==> src/rtl/inst_decode_stage_if.sv <==
// ID/EX pipeline-register bus carried from the decode stage to the execute stage.
// The decode stage drives it through the master modport; execute reads it through the slave modport.
`timescale 1ns/1ps
interface inst_decode_stage_if;
   logic        idex_valid;
   logic [31:0] idex_pc4;
   logic [31:0] idex_rs_data;
   logic [31:0] idex_rt_data;
   logic [31:0] idex_imm;
   logic [4:0]  idex_rs;
   logic [4:0]  idex_rt;
   logic [4:0]  idex_rd;
   logic        idex_regdst;
   logic        idex_alusrc;
   logic        idex_memread;
   logic        idex_memwrite;
   logic        idex_regwrite;
   logic        idex_memtoreg;
   logic        idex_branch;
   logic [1:0]  idex_aluop;
   logic        idex_illegal;

   modport master (
      output idex_valid, idex_pc4, idex_rs_data, idex_rt_data, idex_imm,
             idex_rs, idex_rt, idex_rd, idex_regdst, idex_alusrc, idex_memread,
             idex_memwrite, idex_regwrite, idex_memtoreg, idex_branch,
             idex_aluop, idex_illegal
   );

   modport slave (
      input  idex_valid, idex_pc4, idex_rs_data, idex_rt_data, idex_imm,
             idex_rs, idex_rt, idex_rd, idex_regdst, idex_alusrc, idex_memread,
             idex_memwrite, idex_regwrite, idex_memtoreg, idex_branch,
             idex_aluop, idex_illegal
   );
endinterface

==> src/rtl/inst_decode_stage.sv <==
// Instruction-decode stage: register file with write bypass, main-control decode,
// load-use stall detection, j redirect, and the ID/EX pipeline register.
`timescale 1ns/1ps
module inst_decode_stage #(
   parameter logic [3:0] RESET_PC_HI = 4'h0
) (
   input  logic        clk,
   input  logic        rstn,
   input  logic [31:0] pc4_in,
   input  logic [31:0] instr_in,
   input  logic        valid_in,
   input  logic        flush,
   input  logic        ex_memread,
   input  logic [4:0]  ex_rt,
   input  logic        wb_we,
   input  logic [4:0]  wb_addr,
   input  logic [31:0] wb_data,
   output logic        stall,
   output logic        jump_taken,
   output logic [31:0] jump_addr,
   inst_decode_stage_if.master idex
);

   typedef struct packed {
      logic       regdst;
      logic       alusrc;
      logic       memread;
      logic       memwrite;
      logic       regwrite;
      logic       memtoreg;
      logic       branch;
      logic [1:0] aluop;
      logic       illegal;
   } ctrl_t;

   logic [31:0] regs_q [32];

   logic [5:0]  opcode;
   logic [4:0]  rs, rt, rd;
   logic [31:0] imm_ext;
   logic [31:0] rs_data, rt_data;
   ctrl_t       ctrl_d;
   logic        reads_rt;
   logic        is_jump;
   logic        hazard;
   logic        load_d;

   logic        valid_q;
   ctrl_t       ctrl_q;
   logic [31:0] pc4_q, rs_data_q, rt_data_q, imm_q;
   logic [4:0]  rs_q, rt_q, rd_q;

   assign opcode  = instr_in[31:26];
   assign rs      = instr_in[25:21];
   assign rt      = instr_in[20:16];
   assign rd      = instr_in[15:11];
   assign imm_ext = {{16{instr_in[15]}}, instr_in[15:0]};

   // Writeback in the same cycle is forwarded so ID never sees a stale value.
   always_comb begin
      rs_data = regs_q[rs];
      if (rs == 5'd0)                       rs_data = 32'd0;
      else if (wb_we && (wb_addr == rs))    rs_data = wb_data;
      rt_data = regs_q[rt];
      if (rt == 5'd0)                       rt_data = 32'd0;
      else if (wb_we && (wb_addr == rt))    rt_data = wb_data;
   end

   always_comb begin
      ctrl_d   = '0;
      reads_rt = 1'b0;
      is_jump  = 1'b0;
      case (opcode)
         6'h00: begin ctrl_d.regdst = 1'b1; ctrl_d.regwrite = 1'b1;
                      ctrl_d.aluop = 2'b10; reads_rt = 1'b1; end
         6'h23: begin ctrl_d.alusrc = 1'b1; ctrl_d.memread = 1'b1;
                      ctrl_d.regwrite = 1'b1; ctrl_d.memtoreg = 1'b1; end
         6'h2B: begin ctrl_d.alusrc = 1'b1; ctrl_d.memwrite = 1'b1; reads_rt = 1'b1; end
         6'h04: begin ctrl_d.branch = 1'b1; ctrl_d.aluop = 2'b01; reads_rt = 1'b1; end
         6'h08: begin ctrl_d.alusrc = 1'b1; ctrl_d.regwrite = 1'b1; end
         6'h02: is_jump = 1'b1;
         default: ctrl_d.illegal = 1'b1;
      endcase
   end

   assign hazard = valid_in && ex_memread && (ex_rt != 5'd0) &&
                   ((ex_rt == rs) || ((ex_rt == rt) && reads_rt));
   assign stall      = hazard && !flush;
   assign jump_taken = valid_in && is_jump && !stall && !flush;
   // Upper target bits fall back to the reset region only while IF/ID holds a bubble.
   assign jump_addr  = {(valid_in ? pc4_in[31:28] : RESET_PC_HI), instr_in[25:0], 2'b00};
   assign load_d     = valid_in && !flush && !stall;

   always_ff @(posedge clk or negedge rstn) begin
      if (!rstn) begin
         for (int i = 0; i < 32; i++) regs_q[i] <= 32'd0;
      end else if (wb_we && (wb_addr != 5'd0)) begin
         regs_q[wb_addr] <= wb_data;
      end
   end

   always_ff @(posedge clk or negedge rstn) begin
      if (!rstn) begin
         valid_q   <= 1'b0;
         ctrl_q    <= '0;
         pc4_q     <= 32'd0;
         rs_data_q <= 32'd0;
         rt_data_q <= 32'd0;
         imm_q     <= 32'd0;
         rs_q      <= 5'd0;
         rt_q      <= 5'd0;
         rd_q      <= 5'd0;
      end else if (!load_d) begin
         valid_q <= 1'b0;
         ctrl_q  <= '0;
      end else begin
         valid_q   <= 1'b1;
         ctrl_q    <= ctrl_d;
         pc4_q     <= pc4_in;
         rs_data_q <= rs_data;
         rt_data_q <= rt_data;
         imm_q     <= imm_ext;
         rs_q      <= rs;
         rt_q      <= rt;
         rd_q      <= rd;
      end
   end

   assign idex.idex_valid    = valid_q;
   assign idex.idex_pc4      = pc4_q;
   assign idex.idex_rs_data  = rs_data_q;
   assign idex.idex_rt_data  = rt_data_q;
   assign idex.idex_imm      = imm_q;
   assign idex.idex_rs       = rs_q;
   assign idex.idex_rt       = rt_q;
   assign idex.idex_rd       = rd_q;
   assign idex.idex_regdst   = ctrl_q.regdst;
   assign idex.idex_alusrc   = ctrl_q.alusrc;
   assign idex.idex_memread  = ctrl_q.memread;
   assign idex.idex_memwrite = ctrl_q.memwrite;
   assign idex.idex_regwrite = ctrl_q.regwrite;
   assign idex.idex_memtoreg = ctrl_q.memtoreg;
   assign idex.idex_branch   = ctrl_q.branch;
   assign idex.idex_aluop    = ctrl_q.aluop;
   assign idex.idex_illegal  = ctrl_q.illegal;

endmodule

==> src/flat_wrapper.sv <==
// flat-port wrapper written by rule: the top's interface ports become plain ports
module inst_decode_stage_flat 
#(
   parameter logic [3:0] RESET_PC_HI = 4'h0
)
  (clk, rstn, pc4_in, instr_in, valid_in, flush, ex_memread, ex_rt, wb_we, wb_addr, wb_data, stall, jump_taken, jump_addr, idex_idex_valid, idex_idex_pc4, idex_idex_rs_data, idex_idex_rt_data, idex_idex_imm, idex_idex_rs, idex_idex_rt, idex_idex_rd, idex_idex_regdst, idex_idex_alusrc, idex_idex_memread, idex_idex_memwrite, idex_idex_regwrite, idex_idex_memtoreg, idex_idex_branch, idex_idex_aluop, idex_idex_illegal);
  inst_decode_stage_if idex_i ();
  input  logic clk;
  input  logic rstn;
  input  logic [31:0] pc4_in;
  input  logic [31:0] instr_in;
  input  logic valid_in;
  input  logic flush;
  input  logic ex_memread;
  input  logic [4:0] ex_rt;
  input  logic wb_we;
  input  logic [4:0] wb_addr;
  input  logic [31:0] wb_data;
  output logic stall;
  output logic jump_taken;
  output logic [31:0] jump_addr;
  output wire logic [$bits(idex_i.idex_valid)-1:0] idex_idex_valid;
  output wire logic [$bits(idex_i.idex_pc4)-1:0] idex_idex_pc4;
  output wire logic [$bits(idex_i.idex_rs_data)-1:0] idex_idex_rs_data;
  output wire logic [$bits(idex_i.idex_rt_data)-1:0] idex_idex_rt_data;
  output wire logic [$bits(idex_i.idex_imm)-1:0] idex_idex_imm;
  output wire logic [$bits(idex_i.idex_rs)-1:0] idex_idex_rs;
  output wire logic [$bits(idex_i.idex_rt)-1:0] idex_idex_rt;
  output wire logic [$bits(idex_i.idex_rd)-1:0] idex_idex_rd;
  output wire logic [$bits(idex_i.idex_regdst)-1:0] idex_idex_regdst;
  output wire logic [$bits(idex_i.idex_alusrc)-1:0] idex_idex_alusrc;
  output wire logic [$bits(idex_i.idex_memread)-1:0] idex_idex_memread;
  output wire logic [$bits(idex_i.idex_memwrite)-1:0] idex_idex_memwrite;
  output wire logic [$bits(idex_i.idex_regwrite)-1:0] idex_idex_regwrite;
  output wire logic [$bits(idex_i.idex_memtoreg)-1:0] idex_idex_memtoreg;
  output wire logic [$bits(idex_i.idex_branch)-1:0] idex_idex_branch;
  output wire logic [$bits(idex_i.idex_aluop)-1:0] idex_idex_aluop;
  output wire logic [$bits(idex_i.idex_illegal)-1:0] idex_idex_illegal;
  assign idex_idex_valid = idex_i.idex_valid;
  assign idex_idex_pc4 = idex_i.idex_pc4;
  assign idex_idex_rs_data = idex_i.idex_rs_data;
  assign idex_idex_rt_data = idex_i.idex_rt_data;
  assign idex_idex_imm = idex_i.idex_imm;
  assign idex_idex_rs = idex_i.idex_rs;
  assign idex_idex_rt = idex_i.idex_rt;
  assign idex_idex_rd = idex_i.idex_rd;
  assign idex_idex_regdst = idex_i.idex_regdst;
  assign idex_idex_alusrc = idex_i.idex_alusrc;
  assign idex_idex_memread = idex_i.idex_memread;
  assign idex_idex_memwrite = idex_i.idex_memwrite;
  assign idex_idex_regwrite = idex_i.idex_regwrite;
  assign idex_idex_memtoreg = idex_i.idex_memtoreg;
  assign idex_idex_branch = idex_i.idex_branch;
  assign idex_idex_aluop = idex_i.idex_aluop;
  assign idex_idex_illegal = idex_i.idex_illegal;
  inst_decode_stage #(.RESET_PC_HI(RESET_PC_HI)) u_core (.clk(clk), .rstn(rstn), .pc4_in(pc4_in), .instr_in(instr_in), .valid_in(valid_in), .flush(flush), .ex_memread(ex_memread), .ex_rt(ex_rt), .wb_we(wb_we), .wb_addr(wb_addr), .wb_data(wb_data), .stall(stall), .jump_taken(jump_taken), .jump_addr(jump_addr), .idex(idex_i));
endmodule
==> config.mk <==
export PLATFORM = sky130hd
export DESIGN_NAME = inst_decode_stage_flat
export DESIGN_NICKNAME = d
export VERILOG_FILES = /design/src/rtl/inst_decode_stage_if.sv /design/src/rtl/inst_decode_stage.sv /design/src/flat_wrapper.sv
export SDC_FILE = /design/constraint.sdc
export NUM_CORES = 2
export LEC_CHECK = 0
export ABC_CLOCK_PERIOD_IN_PS = 5850
export BUFFER_PORTS_ARGS = -buffer_cell sky130_fd_sc_hd__buf_2
export CORE_MARGIN = 5
export CORE_UTILIZATION = 65
export CTS_BUF_LIST = sky130_fd_sc_hd__clkbuf_2
export DETAILED_ROUTE_END_ITERATION = 8
export PLACE_DENSITY = 0.85
export SKIP_LAST_GASP = 1
export SYNTH_ARGS = -nofsm -noshare
export SYNTH_HDL_FRONTEND = slang
export SYNTH_SLANG_ARGS = --single-unit
==> constraint.sdc <==
create_clock -name clk -period 5.85 [get_ports clk]
set_input_delay 0.585 -clock clk [delete_from_list [all_inputs] [get_ports clk]]
set_output_delay 0.585 -clock clk [all_outputs]
set_load 0.01 [all_outputs]
== Word level (Yosys, flattened, before mapping) ==
Cells that the tools add are included.

* Register bits: 1162
* Bits in latches: 0
* RAM bits: 0
* ROM bits: 0
* Input port bits: 112
* Output and inout port bits: 188
* Logic and storage cells: 117
* Memories: 0

* $add $sub $neg: 0
* Multipliers: 0
* Div/mod/pow operators: 0
* $lt $le $gt $ge: 4
* Equal/unequal tests: 9
* Shifts and indexed selects: 0
* Multiplexer cells: 26
* Bitwise logic cells: 3
* Reductions and logical operators: 26

{| class="wikitable"
|+ Operators by type and width
! kind !! number
|-
| 1024-bit bitwise mux || 1
|-
| 32-bit binary-select mux with 5-bit select || 2
|-
| 32-bit two-way mux || 9
|-
| 32-bit demux with 5-bit select || 1
|-
| 5-bit equality test || 4
|-
| 6-bit greater-or-equal comparator, second input constant || 3
|-
| 5-bit inverter with 6-bit output || 3
|-
| 1-bit logical AND || 14
|-
| 6-bit equality test, second input constant || 2
|-
| 5-bit logical NOT || 2
|-
| 1-bit two-way mux || 10
|-
| 10-bit two-way mux || 1
|-
| 5-bit nonzero test || 2
|-
| 3-bit OR reduction || 3
|-
| 6-bit by 2-bit equality test with 1-bit output, second input constant || 1
|-
| 6-bit by 3-bit equality test with 1-bit output, second input constant || 1
|-
| 6-bit by 4-bit equality test with 1-bit output, second input constant || 1
|-
| 6-bit logical NOT || 1
|-
| 6-bit by 1-bit < comparator with 1-bit output, second input constant || 1
|-
| 6-bit OR reduction || 1
|-
| 4-bit two-way mux || 1
|-
| 2-bit one-hot mux with 2 select lines || 1
|-
| 1-bit logical NOT || 2
|-
| 1-bit logical OR || 1
|}

== Logic depth before layout (Yosys ltp) ==
* Word-level depth: 10
* Gate-level depth with buffers: 11
* Gate-level depth less buffers: 7

== Worst setup path before layout ==
OpenSTA, ideal clock, no wires.

* Path kind: input-to-reg
* Start: input instr_in[16]
* End: register u_core.rt_data_q[0] (netlist: u_core.idex.idex_rt_data[0])
* Setup time: 126 ps
* Arrival time: 2763 ps
* Required time: 5724 ps
* Path slack: 2961 ps
* Stages on the path: 6
* Buffers on the path: 2
* Cells stage by stage: buf_6 -> buf_1 -> mux4_2 -> mux4_2 -> mux2_2 -> a221o_1

* Longest elaborated chain between the ends: 7
* Elaborated cells on any way between the ends: 16
* Classes of those cells: eq/ne (2); mux (5); bitwise (1); reduce/logical (8)

{| class="wikitable"
|+ RTL lines
! element !! line !! text
|-
| start: declaration || flat_wrapper.sv:11 || <nowiki>input logic [31:0] instr_in;</nowiki>
|-
| parallel branches: the longest is 7 deep, another holds 32-bit binary-select mux with 5-bit select || -- ||
|-
| end signal: assignment || inst_decode_stage.sv:121 || <nowiki>rt_data_q <= rt_data;</nowiki>
|-
| end: declaration || inst_decode_stage.sv:50 || <nowiki>logic [31:0] pc4_q, rs_data_q, rt_data_q, imm_q;</nowiki>
|}

Several ways; the timed one is not identified. The select of a mux whose other input is x is not followed.
A chain may end at the register's enable or synchronous reset.

== Worst setup path after layout ==
* Start: input instr_in[28]
* End: output jump_taken

* Longest elaborated chain between the ends: 10
* Elaborated cells on any way between the ends: 15
* Classes of those cells: eq/ne (3); mux (2); reduce/logical (10)

{| class="wikitable"
|+ RTL lines
! element !! line !! text
|-
| 6-bit equality test, or another cell as far along || inst_decode_stage.sv:73 || <nowiki>case (opcode)</nowiki>
|-
| 3-bit OR reduction (no source line) || -- ||
|-
| 1-bit two-way mux || inst_decode_stage.sv:73 ||
|-
| 1-bit logical AND || inst_decode_stage.sv:87 || <nowiki>((ex_rt == rs) || ((ex_rt == rt) && reads_rt));</nowiki>
|-
| 1-bit logical OR || inst_decode_stage.sv:87 ||
|-
| 1-bit logical AND || inst_decode_stage.sv:86 || <nowiki>assign hazard = valid_in && ex_memread && (ex_rt != 5'd0) &&</nowiki>
|-
| 1-bit logical AND || inst_decode_stage.sv:88 || <nowiki>assign stall = hazard && !flush;</nowiki>
|-
| 1-bit logical NOT || inst_decode_stage.sv:89 || <nowiki>assign jump_taken = valid_in && is_jump && !stall && !flush;</nowiki>
|-
| 1-bit logical AND (*) (2 in a row) || inst_decode_stage.sv:89 ||
|-
| end: declaration || flat_wrapper.sv:20 || <nowiki>output logic jump_taken;</nowiki>
|}

Every way passes the cells marked *; elsewhere a longest branch is shown, timed or not.

==> results_dict.tcl <==
set metrics [dict create \
    finalPower_mw 20.78 \
    slew_headroom_pct 9.853 \
    antenna_found_initial 9 \
    setup_viol 0 \
    grt_start_max_net_pins 158 \
    areaGrowthSynthToFinish_pct 11.48 \
    startpoint "instr_in[28]" \
    crit_fanout 62 \
    tns_ns 0 \
    cts_htree_levels 5 \
    synth_edf_count 0 \
    finalCritPeriodShare_pct 96.93 \
    core_um2 91520 \
    die_w_um 313.5 \
    dpl-instance-area_um2 61800 \
    grt_pass1_vias 43970 \
    setup.worst_path.start_class "primary input" \
    drtPass1Iterations 8 \
    grt_overflow 0 \
    clk_latency_ns 1.55 \
    hold_class "in2reg" \
    synthCells 3979 \
    start_util_pct 65.41 \
    grt_pass1_wl_um 275600 \
    cts_buffer_depth 4 \
    rsz0062_at_grt "false" \
    crit_end "jump_taken" \
    worstRegToRegCells 6 \
    synthFlopType "dfrtp_1" \
    cts_setup_buffers 0 \
    critPathKind "in2out" \
    hold_viol_final 0 \
    synth_seq_cells 1155 \
    io_buffers 297 \
    required_ns 5.27 \
    power.density_nw_per_um2 311.4 \
    design_area_um2 66740 \
    via_per_inst 7.120 \
    gp_congestion 0.8575 \
    syn_avg_cell_area_um2 15.05 \
    ios 300 \
    synth_largest_area_cell "dfrtp_1" \
    cts_root_buffer "clkbuf_2" \
    fill_cells 5484 \
    vias 41370 \
    rr_endpoint "u_core.idex.idex_rt_data[26]" \
    worstReg2RegStart "u_core.regs_q[90]" \
    async_flop_share_pct 100.0 \
    wl_um 180900 \
    num_rows 111 \
    period_minus_slack_ns 5.670 \
    power_leakage_nw 30.32 \
    ys_seq_area_share_pct 48.28 \
    yosys-top-cells-area "dfrtp_1 48%, mux4_2 20%, mux2_2 16%, mux2_1 4.6%, mux2i_1 2.1%" \
    cts_tree "yes" \
    die_area_um2 98280 \
    worst_pin_slew_ns 1.352 \
    hold_slack_ns 0.1704 \
    drive_gt1_share_pct 48.28 \
    netlist_area_um2 59870 \
    critPathArrivalTime_ns 5.09 \
    outcome "completed" \
    detail_route.iter0.violations 5251 \
    clkSlewWorstSetupHoldPaths_ns 0.11 \
    clkSinkCount 1155 \
    wl_per_cell_um 31.14 \
    fin_skew_ns 0.1399 \
    vdd_drop_max_mv 0.1981 \
    crit_path_end_kind "primary output" \
    synth_top_area_share_pct 48.28 \
    fmax_mhz 176.4 \
    drc_errors 0 \
    cts_buffers 305 \
    synth_cell_types 49 \
    ant_nets 0 \
    final_nets 4536 \
    die_h_um 313.5 \
    reg2reg_slack_ns 2.75 \
    max-cap-violations 0 \
    yosysWarnings 0 \
    slew_violations 0 \
    grt_use_total_pct 37.11 \
    dpl.hpwl_um 100400 \
    min_path_cells 4 \
    postLayoutCoreUtil_pct 72.92 \
]
[what timing repair did]
action	CTS	global route
endpoints found under the hold margin	1979	0
resized for setup	0	0
hold buffers	245	0
[layout make-up]
cell class                      instances  area (um2)  share of cell area (%)
Inverter                                5       18.77                 0.02812
Antenna cell                            9       22.52                 0.03374
Sequential cell                      1155       28900                   43.30
Tap cell                             1186        1484                   2.223
Clock buffer                          431        2157                   3.232
Timing Repair Buffer                  624        4851                   7.268
Multi-Input combinational cell       2333       29020                   43.49
Clock inverter                         67       282.8                  0.4237
[registers in the layout, summed over array words and instances (netlist names)]
signal,flops
u_core.idex.idex_rd,4
u_core.idex.idex_regwrite,1
u_core.idex.idex_rt,5
u_core.idex.idex_pc4,32
u_core.idex.idex_regdst,1
u_core.idex.idex_aluop,2
u_core.idex.idex_rs,5
u_core.idex.idex_rt_data,32
u_core.idex.idex_illegal,1
u_core.idex.idex_memwrite,1
u_core.idex.idex_rs_data,32
u_core.regs_q,1024
u_core.idex.idex_valid,1
u_core.idex.idex_alusrc,1
u_core.idex.idex_imm,12
u_core.idex.idex_memread,1
[per-layer routing]
| layer | global-route usage (%) | share of wire, % |
|---|---|---|
| met1 | 48.52 | 36 |
| met2 | 57.30 | 47 |
| met3 | 10.75 | 12 |
| met4 | 19.74 | 6.1 |
| met5 | 0 | 0.015 |
[stage by stage]
stage,cells,setup WS [ns]
after floorplan,3980,2.961
after global placement,5058,1.909
after detailed placement,5058,1.837
after CTS,5801,1.029
after global routing,5806,0.06824
final,5810,0.1799
[logic make-up (layout without fill, tap and decap cells)]
logic type / Yosys count / count (layout) / synth area share [%]
adder cells (fa/ha/maj): 1 / 1 / 0.01672
flip-flops: 1155 / 1155 / 48.28
AND/OR/NAND/NOR: 380 / 380 / 2.905
multiplexers: 1725 / 1725 / 42.18
XOR/XNOR: 20 / 20 / 0.2926
buffers and inverters: 492 / 1127 / 3.603
AO/OA/AOI/OAI: 205 / 205 / 2.725
other: 1 / 11 / 0.006264
[layout by cell type, fill, tap and decap left out, types with 3 or more instances in the layout]
cell	instances
buf_2	287
o21ai_1	3
buf_8	4
nand4b_1	4
xnor2_1	4
a221o_1	63
dlygate4sd3_1	243
clkinv_2	4
nor4_1	5
inv_1	3
clkinv_1	53
nand3_1	4
nand2b_1	6
buf_12	17
inv_2	11
nor2b_1	5
nor2_4	17
and2_1	58
a211oi_1	23
clkbuf_2	431
buf_4	69
nand2_1	207
or3_2	3
and3_1	5
xor2_1	16
mux2_2	827
nor3_1	15
o221ai_1	22
nor2_1	17
mux2_1	244
a221oi_1	22
o22ai_1	36
mux2i_1	123
nand4_1	3
mux4_2	531
dfrtp_1	1155
a21oi_1	27
diode_2	9
or3_1	3
nand2_2	12
[critical path, stage by stage]
cell and delay (ns):
dlygate4sd3_1 0.54, dlygate4sd3_1 0.60, buf_2 0.19, dlygate4sd3_1 0.61, nand4b_1 0.21, o21ai_0 0.23
nand4_1 0.29, nand3_4 0.13, inv_2 0.07, buf_4 0.53, nand2_1 0.26, nor4b_1 0.58
buf_2 0.24
[worst min-delay path by stage]
| stage | endpoint | startpoint | slack [ns] |
|---|---|---|---|
| after floorplan | u_core.idex.idex_aluop[0] | rstn | 0.29 |
| after global placement | u_core.regs_q[1004] | u_core.regs_q[1004] | 0.38 |
| after detailed placement | u_core.regs_q[1023] | u_core.regs_q[1023] | 0.38 |
| after CTS | u_core.idex.idex_illegal | instr_in[27] | 0.0009 |
| after global routing | u_core.idex.idex_rs[2] | instr_in[23] | 0.10 |
| final | u_core.idex.idex_rs[2] | instr_in[23] | 0.17 |
[report_power, final]
group / switching, mW / total (mW) / leakage (nW) / internal [mW]
Clock: 3.34 / 5.33 / 1.94 / 1.99
Sequential: 1.19 / 10.7 / 14.8 / 9.47
Combinational: 1.92 / 4.79 / 13.6 / 2.86
Total: 6.46 / 20.8 / 30.3 / 14.3
[Yosys cell counts, types with 2 or more instances]
| cell type | number |
|---|---|
| a211oi_1 | 23 |
| and3_1 | 5 |
| dfrtp_1 | 1155 |
| and2_1 | 58 |
| o221ai_1 | 22 |
| xnor2_1 | 4 |
| mux4_2 | 531 |
| nand4b_1 | 4 |
| nand3b_1 | 2 |
| inv_1 | 3 |
| a221o_1 | 63 |
| xor2_1 | 16 |
| nor2b_1 | 8 |
| buf_6 | 3 |
| a221oi_1 | 22 |
| buf_4 | 60 |
| nand2_1 | 219 |
| nor4_1 | 6 |
| buf_1 | 78 |
| nor3_1 | 16 |
| nor3b_1 | 2 |
| a31oi_1 | 2 |
| o211ai_1 | 2 |
| a21oi_1 | 27 |
| mux2i_1 | 123 |
| nand2b_1 | 7 |
| nand3_1 | 6 |
| nand4_1 | 3 |
| nor2_1 | 34 |
| or3_1 | 6 |
| mux2_1 | 244 |
| clkbuf_1 | 296 |
| o22ai_1 | 36 |
| mux2_2 | 827 |
| o21ai_1 | 3 |
| buf_2 | 50 |
Note: power is estimated with default switching activity, not from simulation.
